### config.mk
export PLATFORM = sky130hd
export DESIGN_NAME = ps2_key_decoder
export DESIGN_NICKNAME = d
export VERILOG_FILES = /design/src/rtl/ps2_key_decoder_pkg.sv /design/src/rtl/ps2_key_decoder_scancode_ascii.sv /design/src/rtl/ps2_key_decoder.sv
export SDC_FILE = /design/constraint.sdc
export NUM_CORES = 1
export LEC_CHECK = 0
export CAP_MARGIN = 20
export CORE_MARGIN = 10
export CORE_UTILIZATION = 44
export CTS_CLUSTER_DIAMETER = 40
export CTS_CLUSTER_SIZE = 28
export DETAILED_ROUTE_END_ITERATION = 12
export HOLD_SLACK_MARGIN = 0.06
export MAX_ROUTING_LAYER = met4
export PLACE_DENSITY_LB_ADDON = 0.12
export SLEW_MARGIN = 20
export SYNTH_ARGS = -nofsm -noshare
export SYNTH_HDL_FRONTEND = slang
export SYNTH_HIERARCHICAL = 1
export SYNTH_SLANG_ARGS = --single-unit
### constraint.sdc
create_clock -name clk -period 2.61 [get_ports clk]
set_input_delay 0.3915 -clock clk [delete_from_list [all_inputs] [get_ports clk]]
set_output_delay 0.3915 -clock clk [all_outputs]
set_load 0.05 [all_outputs]
### src/rtl/ps2_key_decoder_pkg.sv
// Shared types and scan-code constants for the PS/2 set-2 key decoder.
package ps2_key_decoder_pkg;

  typedef enum logic [2:0] {
    StIdle,
    StExt,
    StBrk,
    StExtBrk,
    StOut
  } state_e;

  localparam logic [7:0] PFX_EXT   = 8'hE0;
  localparam logic [7:0] PFX_BRK   = 8'hF0;
  localparam logic [7:0] PFX_PAUSE = 8'hE1;
  localparam logic [7:0] SC_LSHIFT = 8'h12;
  localparam logic [7:0] SC_RSHIFT = 8'h59;
  localparam logic [7:0] ERR_00    = 8'h00;
  localparam logic [7:0] ERR_FF    = 8'hFF;

endpackage

### src/rtl/ps2_key_decoder_scancode_ascii.sv
// Combinational set-2 scan code to ASCII lookup with shift applied.
module scancode_ascii (
  input  logic [7:0] code,
  input  logic       shift,
  output logic [7:0] ascii
);

  logic [7:0] base;
  logic [7:0] alt;

  always_comb begin
    base = 8'h00;
    alt  = 8'h00;
    case (code)
      8'h1C: base = "a";
      8'h32: base = "b";
      8'h21: base = "c";
      8'h23: base = "d";
      8'h24: base = "e";
      8'h2B: base = "f";
      8'h34: base = "g";
      8'h33: base = "h";
      8'h43: base = "i";
      8'h3B: base = "j";
      8'h42: base = "k";
      8'h4B: base = "l";
      8'h3A: base = "m";
      8'h31: base = "n";
      8'h44: base = "o";
      8'h4D: base = "p";
      8'h15: base = "q";
      8'h2D: base = "r";
      8'h1B: base = "s";
      8'h2C: base = "t";
      8'h3C: base = "u";
      8'h2A: base = "v";
      8'h1D: base = "w";
      8'h22: base = "x";
      8'h35: base = "y";
      8'h1A: base = "z";
      8'h45: begin base = "0"; alt = ")"; end
      8'h16: begin base = "1"; alt = "!"; end
      8'h1E: begin base = "2"; alt = "@"; end
      8'h26: begin base = "3"; alt = "#"; end
      8'h25: begin base = "4"; alt = "$"; end
      8'h2E: begin base = "5"; alt = "%"; end
      8'h36: begin base = "6"; alt = "^"; end
      8'h3D: begin base = "7"; alt = "&"; end
      8'h3E: begin base = "8"; alt = "*"; end
      8'h46: begin base = "9"; alt = "("; end
      8'h41: begin base = ","; alt = "<"; end
      8'h49: begin base = "."; alt = ">"; end
      8'h4A: begin base = "/"; alt = "?"; end
      8'h4C: begin base = ";"; alt = ":"; end
      8'h4E: begin base = "-"; alt = "_"; end
      8'h55: begin base = "="; alt = "+"; end
      8'h29: base = " ";
      8'h5A: base = 8'h0D;
      default: ;
    endcase
    if (base >= "a" && base <= "z") alt = base - 8'h20;
    // Keys without a shifted form (space, enter) keep their base character.
    ascii = (shift && alt != 8'h00) ? alt : base;
  end

endmodule

### src/rtl/ps2_key_decoder.sv
// PS/2 set-2 byte stream to key events: prefix handling, held-key repeat filter,
// shift tracking and ASCII translation, with a ready/valid event output.
module ps2_key_decoder
  import ps2_key_decoder_pkg::*;
#(
  parameter int unsigned REPEAT_EN = 0
) (
  input  logic       clk,
  input  logic       clrn,
  input  logic [7:0] in_data,
  input  logic       in_valid,
  output logic       in_ready,
  output logic       ev_valid,
  input  logic       ev_ready,
  output logic [7:0] ev_code,
  output logic       ev_ext,
  output logic       ev_break,
  output logic [7:0] ev_ascii,
  output logic [7:0] key_cnt,
  output logic       shift,
  output logic       err
);

  state_e     state_q, state_d;
  logic [7:0] code_q, code_d, ascii_q, ascii_d, cnt_q, cnt_d;
  logic       ext_q, ext_d, brk_q, brk_d;
  logic       lshift_q, lshift_d, rshift_q, rshift_d, err_q, err_d;
  logic [7:0] held_code_q, held_code_d;
  logic       held_ext_q, held_ext_d, held_vld_q, held_vld_d;

  logic       is_ext, is_brk, held_hit;
  logic [7:0] lut_ascii;

  assign is_ext   = (state_q == StExt) || (state_q == StExtBrk);
  assign is_brk   = (state_q == StBrk) || (state_q == StExtBrk);
  assign held_hit = held_vld_q && (held_code_q == in_data) && (held_ext_q == is_ext);
  assign in_ready = (state_q != StOut);

  scancode_ascii u_scancode_ascii (
    .code  (in_data),
    .shift (lshift_q | rshift_q),
    .ascii (lut_ascii)
  );

  always_comb begin
    state_d     = state_q;
    code_d      = code_q;
    ascii_d     = ascii_q;
    cnt_d       = cnt_q;
    ext_d       = ext_q;
    brk_d       = brk_q;
    lshift_d    = lshift_q;
    rshift_d    = rshift_q;
    err_d       = err_q;
    held_code_d = held_code_q;
    held_ext_d  = held_ext_q;
    held_vld_d  = held_vld_q;

    if (state_q == StOut) begin
      if (ev_ready) state_d = StIdle;
    end else if (in_valid) begin
      case (in_data)
        PFX_EXT: state_d = StExt;
        PFX_BRK: begin
          if (state_q == StIdle)     state_d = StBrk;
          else if (state_q == StExt) state_d = StExtBrk;
        end
        PFX_PAUSE: state_d = state_q;
        ERR_00, ERR_FF: begin
          err_d   = 1'b1;
          state_d = StIdle;
        end
        default: begin
          if (!is_brk && held_hit && REPEAT_EN == 0) begin
            state_d = StIdle;
          end else begin
            state_d = StOut;
            code_d  = in_data;
            ext_d   = is_ext;
            brk_d   = is_brk;
            // Uses shift as it was before this event, so a shift key reports 0.
            ascii_d = is_ext ? 8'h00 : lut_ascii;
            if (!is_brk) begin
              cnt_d       = cnt_q + 8'd1;
              held_code_d = in_data;
              held_ext_d  = is_ext;
              held_vld_d  = 1'b1;
            end else if (held_hit) begin
              held_vld_d = 1'b0;
            end
            if (!is_ext && in_data == SC_LSHIFT) lshift_d = !is_brk;
            if (!is_ext && in_data == SC_RSHIFT) rshift_d = !is_brk;
          end
        end
      endcase
    end
  end

  always_ff @(posedge clk or negedge clrn) begin
    if (!clrn) begin
      state_q     <= StIdle;
      code_q      <= 8'h00;
      ascii_q     <= 8'h00;
      cnt_q       <= 8'h00;
      ext_q       <= 1'b0;
      brk_q       <= 1'b0;
      lshift_q    <= 1'b0;
      rshift_q    <= 1'b0;
      err_q       <= 1'b0;
      held_code_q <= 8'h00;
      held_ext_q  <= 1'b0;
      held_vld_q  <= 1'b0;
    end else begin
      state_q     <= state_d;
      code_q      <= code_d;
      ascii_q     <= ascii_d;
      cnt_q       <= cnt_d;
      ext_q       <= ext_d;
      brk_q       <= brk_d;
      lshift_q    <= lshift_d;
      rshift_q    <= rshift_d;
      err_q       <= err_d;
      held_code_q <= held_code_d;
      held_ext_q  <= held_ext_d;
      held_vld_q  <= held_vld_d;
    end
  end

  assign ev_valid = (state_q == StOut);
  assign ev_code  = code_q;
  assign ev_ext   = ext_q;
  assign ev_break = brk_q;
  assign ev_ascii = ascii_q;
  assign key_cnt  = cnt_q;
  assign shift    = lshift_q | rshift_q;
  assign err      = err_q;

endmodule

==> results of run 1 <==
[worst max-delay path, stage by stage]
cell and delay (ps):
buf_8 100, or4b_4 530, or3_4 430, a21oi_4 170, a21oi_2 40, and3_4 200
nor4bb_4 160, ha_4 160, or4_4 420, a211oi_2 190, nand2_1 70, o21ai_1 120
[cell families after synthesis]
| logic type | share of synthesized area, % |
|---|---|
| and+or+nand+nor | 28.6 |
| AOI/OAI and AO/OA | 19.0 |
| DFF | 30.8 |
| buffers and inverters | 7.23 |
| muxes | 7.93 |
| xor gates and xnor gates | 4.88 |
| adders and majority gates | 1.47 |
[synth_stat cells, types with 6 or more instances]
cell type  count  share of area, %
dfrtp_1       42                31
nand2_1       38               4.2
a21oi_1       18               2.6
o21ai_0       18               2.6
nor2_1        17               1.9
mux2_2        16               5.3
xnor2_1       13               3.3
nor3_1        12               1.8
nand2b_1      11               2.0
nand4_1       11               2.0
buf_2         10               1.5
nand3_1       10               1.5
clkbuf_1       9              0.99
nor2b_1        9               1.7
buf_4          7               1.5
o22ai_1        7               1.3
buf_6          6               2.0
xor2_1         6               1.5
[state kept, by name, summed over array words and instances (netlist names)]
register     count
lshift_q         1
ev_break         1
rshift_q         1
ev_code          8
key_cnt          8
held_vld_q       1
err              1
ev_ext           1
held_code_q      8
ev_ascii         8
held_ext_q       1
state_q          3
[routing by layer]
| layer | GRT usage, % | up-vias | part of all wire [%] |
|---|---|---|---|
| li1 | - | 1653 | - |
| met1 | 23.5 | 1650 | 45 |
| met2 | 31.1 | 99 | 50 |
| met3 | 2.74 | 15 | 3.9 |
| met4 | 5.53 | 0 | 1.8 |
| met5 | - | - | 0 |
[repair_timing]
action,CTS,global route
hold endpoints to repair,0,0
buffers inserted,9,1
pin swaps,16,9
setup endpoints to repair,33,4
gates resized for setup,73,9
[final timing paths]
check,start,to,depth (start not counted)
max,in_data[4],ev_ascii[5]$_DFFE_PN0P_,12
min,clrn,ev_ascii[5]$_DFFE_PN0P_,1
max reg2reg,state_q[2]$_DFFE_PN0P_,rshift_q$_DFFE_PN0P_,9
min reg2reg,ev_ascii[1]$_DFFE_PN0P_,ev_ascii[1]$_DFFE_PN0P_,2
max in group asynchronous,clrn,held_code_q[7]$_DFFE_PN0P_,1
min in group clk,in_data[7],ev_code[7]$_DFFE_PN0P_,3
[area by class of cell]
type                    count  share of cell area, %
clock inverters             1                  0.180
clock buffers               7                   1.78
well taps                 102                   2.63
repair buffers            152                   26.7
multi-input cells         300                   46.7
flip-flops and latches     42                   21.6
inverters                   5                  0.386
[report_power, final]
group	switching, W	total (W)	internal [W]	leakage (nW)
clock	0.000234	0.000453	0.000219	0.0489
combinational	0.00130	0.00224	0.000932	1.51
sequential	0.000183	0.00110	0.000915	0.527
total	0.00172	0.00379	0.00207	2.08
[per-stage QoR]
step                utilization (%)  worst slack (ps)  instances  TNS, ps
finish                         63.5              -152        609     -152
global route                   63.5              -224        609     -306
CTS                            62.7              -278        608     -278
detailed placement             58.7              -981        591   -16990
global placement               58.7              -948        591   -16540
floorplan                         -              -404        382     -498
==> summary.txt, run 1 <==
Status
  – Outcome: finished, violations left
  – Failing checks: setup timing

Route
  – Drt pass-1 iters: 7
  – Initial DRC Count: 302
  – Post-route ant nets: 0
  – Final wirelength: ~11000 um
  – Drt drc: 0
  – Vias: 3417
  – Avg Vias per Cell: 5.61
  – DR WL/cell: 17.5 um

Global routing
  – Tot GR Track Use: 18.9%
  – Largest net degree at the start of global routing: 43
  – Grt ovf: 0
  – Vias in the first global route: 3479
  – First-pass GRT wire length: 17500 um
  – Initial antenna violation count: 0

Synthesis
  – Cells after Synth: 382
  – Asr flop ratio synth: 100%
  – Mapped Avg Cell Area: 8.92 um^2
  – Yosys cell types: 77
  – Number of synthesized flops with an enable pin: 0
  – Yosys reg bits: 42
  – Mapped cell area: ~3400 um^2
  – Ys flop type: dfrtp_1
  – Synth warnings: 6
  – Seq/Total Area, Yosys: approximately 31%
  – Mapped Nets: 398

Cells and area
  – N_diodes: 0
  – Share of cells above drive strength 1: roughly two fifths
  – Most frequent cells in the layout: 102 x buf_4, 42 x dfrtp_1, 38 x nand2_1
  – Fill cells: 663
  – Post-layout net count: 522
  – Multi-input combinational cell area: 2270 um^2
  – Syn-to-layout area delta: 42.6%
  – Final Cell Area: 4860 um^2
  – Register area: 1050 um^2
  – Commonest non-fill, non-tap cell in the layout: buf_4

STA
  – Fmax: 362 MHz
  – Finish-stage setup viols: 1
  – Pin slew with the least headroom to its limit: 937 ps
  – Tmin final: 2760 ps
  – Final Skew: 10.2 ps
  – PnR worst setup slack: -152 ps
  – Final Hold Viols: 0
  – Unrepaired setup endpoints after global routing: true
  – Pins Over Slew Limit: 0
  – Hold Slack: about 220 ps
  – Period utilisation layout: 106%
  – Slew Limit Headroom: 37.5%

Pwr
  – P_leak: between 2 and 2.5 nW
  – PwrDens: 780 nW/um^2
  – Power, Total: 0.00379 W
  – Peak VDD IR: around 610 uV

Place
  – Placer Congestion: around 0.94
  – Placed Area: 4490 um^2
  – Port Buffer Count: 41
  – Post-DP HPWL: 7850 um

Job
  – Max Cap Viol: 0

Worst setup path
  – Critical setup path kind: input port to flip-flop
  – Setup slack, reg-to-reg: 220 ps
  – CP Launch Type: input port
  – Worst Path Arrival: 2990 ps
  – Maximum fanout along the worst path: 5
  – CP required: 2830 ps
  – Crit. End Element: flip-flop

Clocking
  – Clk buf depth: 2
  – Clk_lat worst skew: 300 ps
  – Root buf cell: clkbuf_8
  – CTS Sinks: between 40 and 50
  – CTS clock-pin slew for the worst setup and hold paths: around 80 ps
  – Cts bufs inserted: 5
  – Htree depth: 2
  – CTS tree: built
  – Post-CTS Hold Buffers: 0

Floorplanning
  – Die span in x: 108 um
  – Initial core utilization: 44.6%
  – Die Footprint: 11700 um^2
  – Site Rows: 32
  – Core Box Area: around 7600 um^2
  – Chip height: about 110 um
  – # IOs: 42

Min path
  – Hold Path Class: input port to asynchronous set/reset pin
Power figures use the tool's default switching activity.
==> run 2: changes to the inputs <==
--- a/config.mk
+++ b/config.mk
@@ -14,7 +14,7 @@
 export HOLD_SLACK_MARGIN = 0.06
 export MAX_ROUTING_LAYER = met4
 export PLACE_DENSITY_LB_ADDON = 0.12
-export SLEW_MARGIN = 20
+export SLEW_MARGIN = 5
 export SYNTH_ARGS = -nofsm -noshare
 export SYNTH_HDL_FRONTEND = slang
 export SYNTH_HIERARCHICAL = 1
==> results of run 2 <==
The final DEF is identical to that of run 1; final timing and power are the same.
==> variant (config.mk and constraints of run 1) <==
The parameter `REPEAT_EN` goes from 0 to 1.
--- a/src/rtl/ps2_key_decoder.sv
+++ b/src/rtl/ps2_key_decoder.sv
@@ -4,5 +4,5 @@
   import ps2_key_decoder_pkg::*;
 #(
-  parameter int unsigned REPEAT_EN = 0
+  parameter int unsigned REPEAT_EN = 1
 ) (
   input  logic       clk,
Formal check against the unedited RTL: not equivalent (Yosys sat finds a counterexample within 4 cycles, from zero or initial values).
==> variant against run 1 <==
The flow still finishes with violations (negative setup slack). First-iteration DRC count decreased by 21%. Setup slack improved by 0.055 ns. Non-clock buffer count down 8. Power shrank 18%. Sequential cell count is 10 lower. Area after synthesis shrank 17%. Highest routed layer unchanged. Routed wire length shrank 0.79%. Sequential share of layout area fell by 2.8 points. Cell area down 13%. Count of clock-buffer cells in the layout is the same. Critical path type unchanged.
==> variant: results (changes against run 1) <==
Parameter                              Value

Placed design
  Cells after DPL    539 (-8.8%)
  Half-perimeter wire length of the detailed placement result    7.92 mm (+0.87%)
  Placer's final routability congestion estimate    0.982 (+4.4%)

Setup path
  Worst reg2reg setup slack    0.75 ns (+0.53 ns)
  Endpoint of the worst-slack reg-to-reg timing path    key_cnt[1]$_DFFE_PN0P_
  Largest fanout of any net on the critical path    4 (-1)

Yosys
  Sequential element share of the synthesized area    28.2% (-2.6 points)
  Post-Synth XOR/XNOR Area    3.40% (-1.5 points)
  Multiplexer share of the synthesized area    1.85% (-6.1 points)
  Compound-Gate Fraction of Synth Area    19.6% (+0.55 points)
  Post-Synthesis Net Count    370 (-7.0%)
  Cells taking the most area after synthesis    sky130_fd_sc_hd__dfrtp_1, sky130_fd_sc_hd__nand2_1, sky130_fd_sc_hd__nand3_1

STA
  Number of failing setup endpoints in the final timing report    1 (unchanged)
  Worst slew margin relative to its limit    49.1% (+12 points)
  Final setup slack of the worst path    -0.0974 ns (+0.0545 ns)
  Final worst clock skew    0.00365 ns (-0.00651 ns)

Hold path
  Hold WC Path Type    in2reg

Global route
  Global-route total usage across every layer    21.1% (+2.2 points)
  Global-route wire length before repair    17.2 mm (-1.6%)
  Via count of the first global-routing pass    3,268 (-6.1%)

Route
  Wire length after detailed routing    10.6 mm (-0.79%)
  Number of detailed-routing iterations run before antenna repair    5 (-2)
  Iter 0 DRT Violations    239 (-21%)

Power and ir drop
  Internal power component    1640 uW (-21%)
  Power in the clock group    531 uW (+17%)
  Leakage power summed over all cells    0.00191 uW (-8.3%)
  Share of power burned in registers    26.0% (-3.0 points)
  Power Total    3100 uW (-18%)

Status
  Violations in the final reports    negative setup slack
  Status    finished, violations left

Finish
  Final-stage net count    491 (-5.9%)
==> variant: cell count changes after synthesis, sizes merged, moves of 3 or more <==
cell,change
clkbuf,-3
dfrtp,-10
mux2,-18
nand2,+17
nand3,+12
nand4,-4
nor4,+6
o211ai,-3
o21ai,-6
xnor2,-13
xor2,+5
==> variant: layout make-up <==
class | instances | area, sq um | area share [%]
Tap cell | 77 | 96.3 | 2.27
Timing Repair Buffer | 144 | 1220 | 28.9
Sequential cell | 32 | 801 | 18.9
Multi-Input combinational cell | 290 | 1980 | 46.6
Clock inverter | 1 | 30.0 | 0.708
Inverter | 4 | 15.0 | 0.354
Clock buffer | 7 | 96.3 | 2.27
==> variant: per-layer routing <==
| metal | track usage, % | wire, um |
|---|---|---|
| met5 | - | 0 |
| met1 | 27.6 | 4690 |
| met4 | 3.91 | 115 |
| met2 | 33.2 | 5070 |
| met3 | 4.19 | 715 |
==> variant: through the flow <==
| stage | worst slack [ns] | hold WS [ns] | cell area [sq um] |
|---|---|---|---|
| after detailed placement | -0.864 | 0.458 | 3890 |
| after floorplan | -0.353 | 0.0959 | 2860 |
| after global routing | -0.200 | 0.486 | 4240 |
| final | -0.0974 | 0.465 | 4240 |
| after CTS | -0.225 | 0.454 | 4130 |
| after global placement | -0.785 | 0.453 | 3890 |
==> variant: worst reg2reg max path: stages (launching register included) <==
cell	delay, ns
sky130_fd_sc_hd__dfrtp_1	0.44
sky130_fd_sc_hd__or3b_1	0.27
sky130_fd_sc_hd__and2_4	0.20
sky130_fd_sc_hd__nand4_2	0.23
sky130_fd_sc_hd__nor2_1	0.27
sky130_fd_sc_hd__mux2_1	0.35
==> variant: what timing repair did <==
item | in CTS | in global routing
setup buffers | 4 | 4
setup endpoints to repair | 8 | 5
hold endpoints to repair | 0 | 0
pin swaps | 13 | 16
resized for setup | 57 | 24
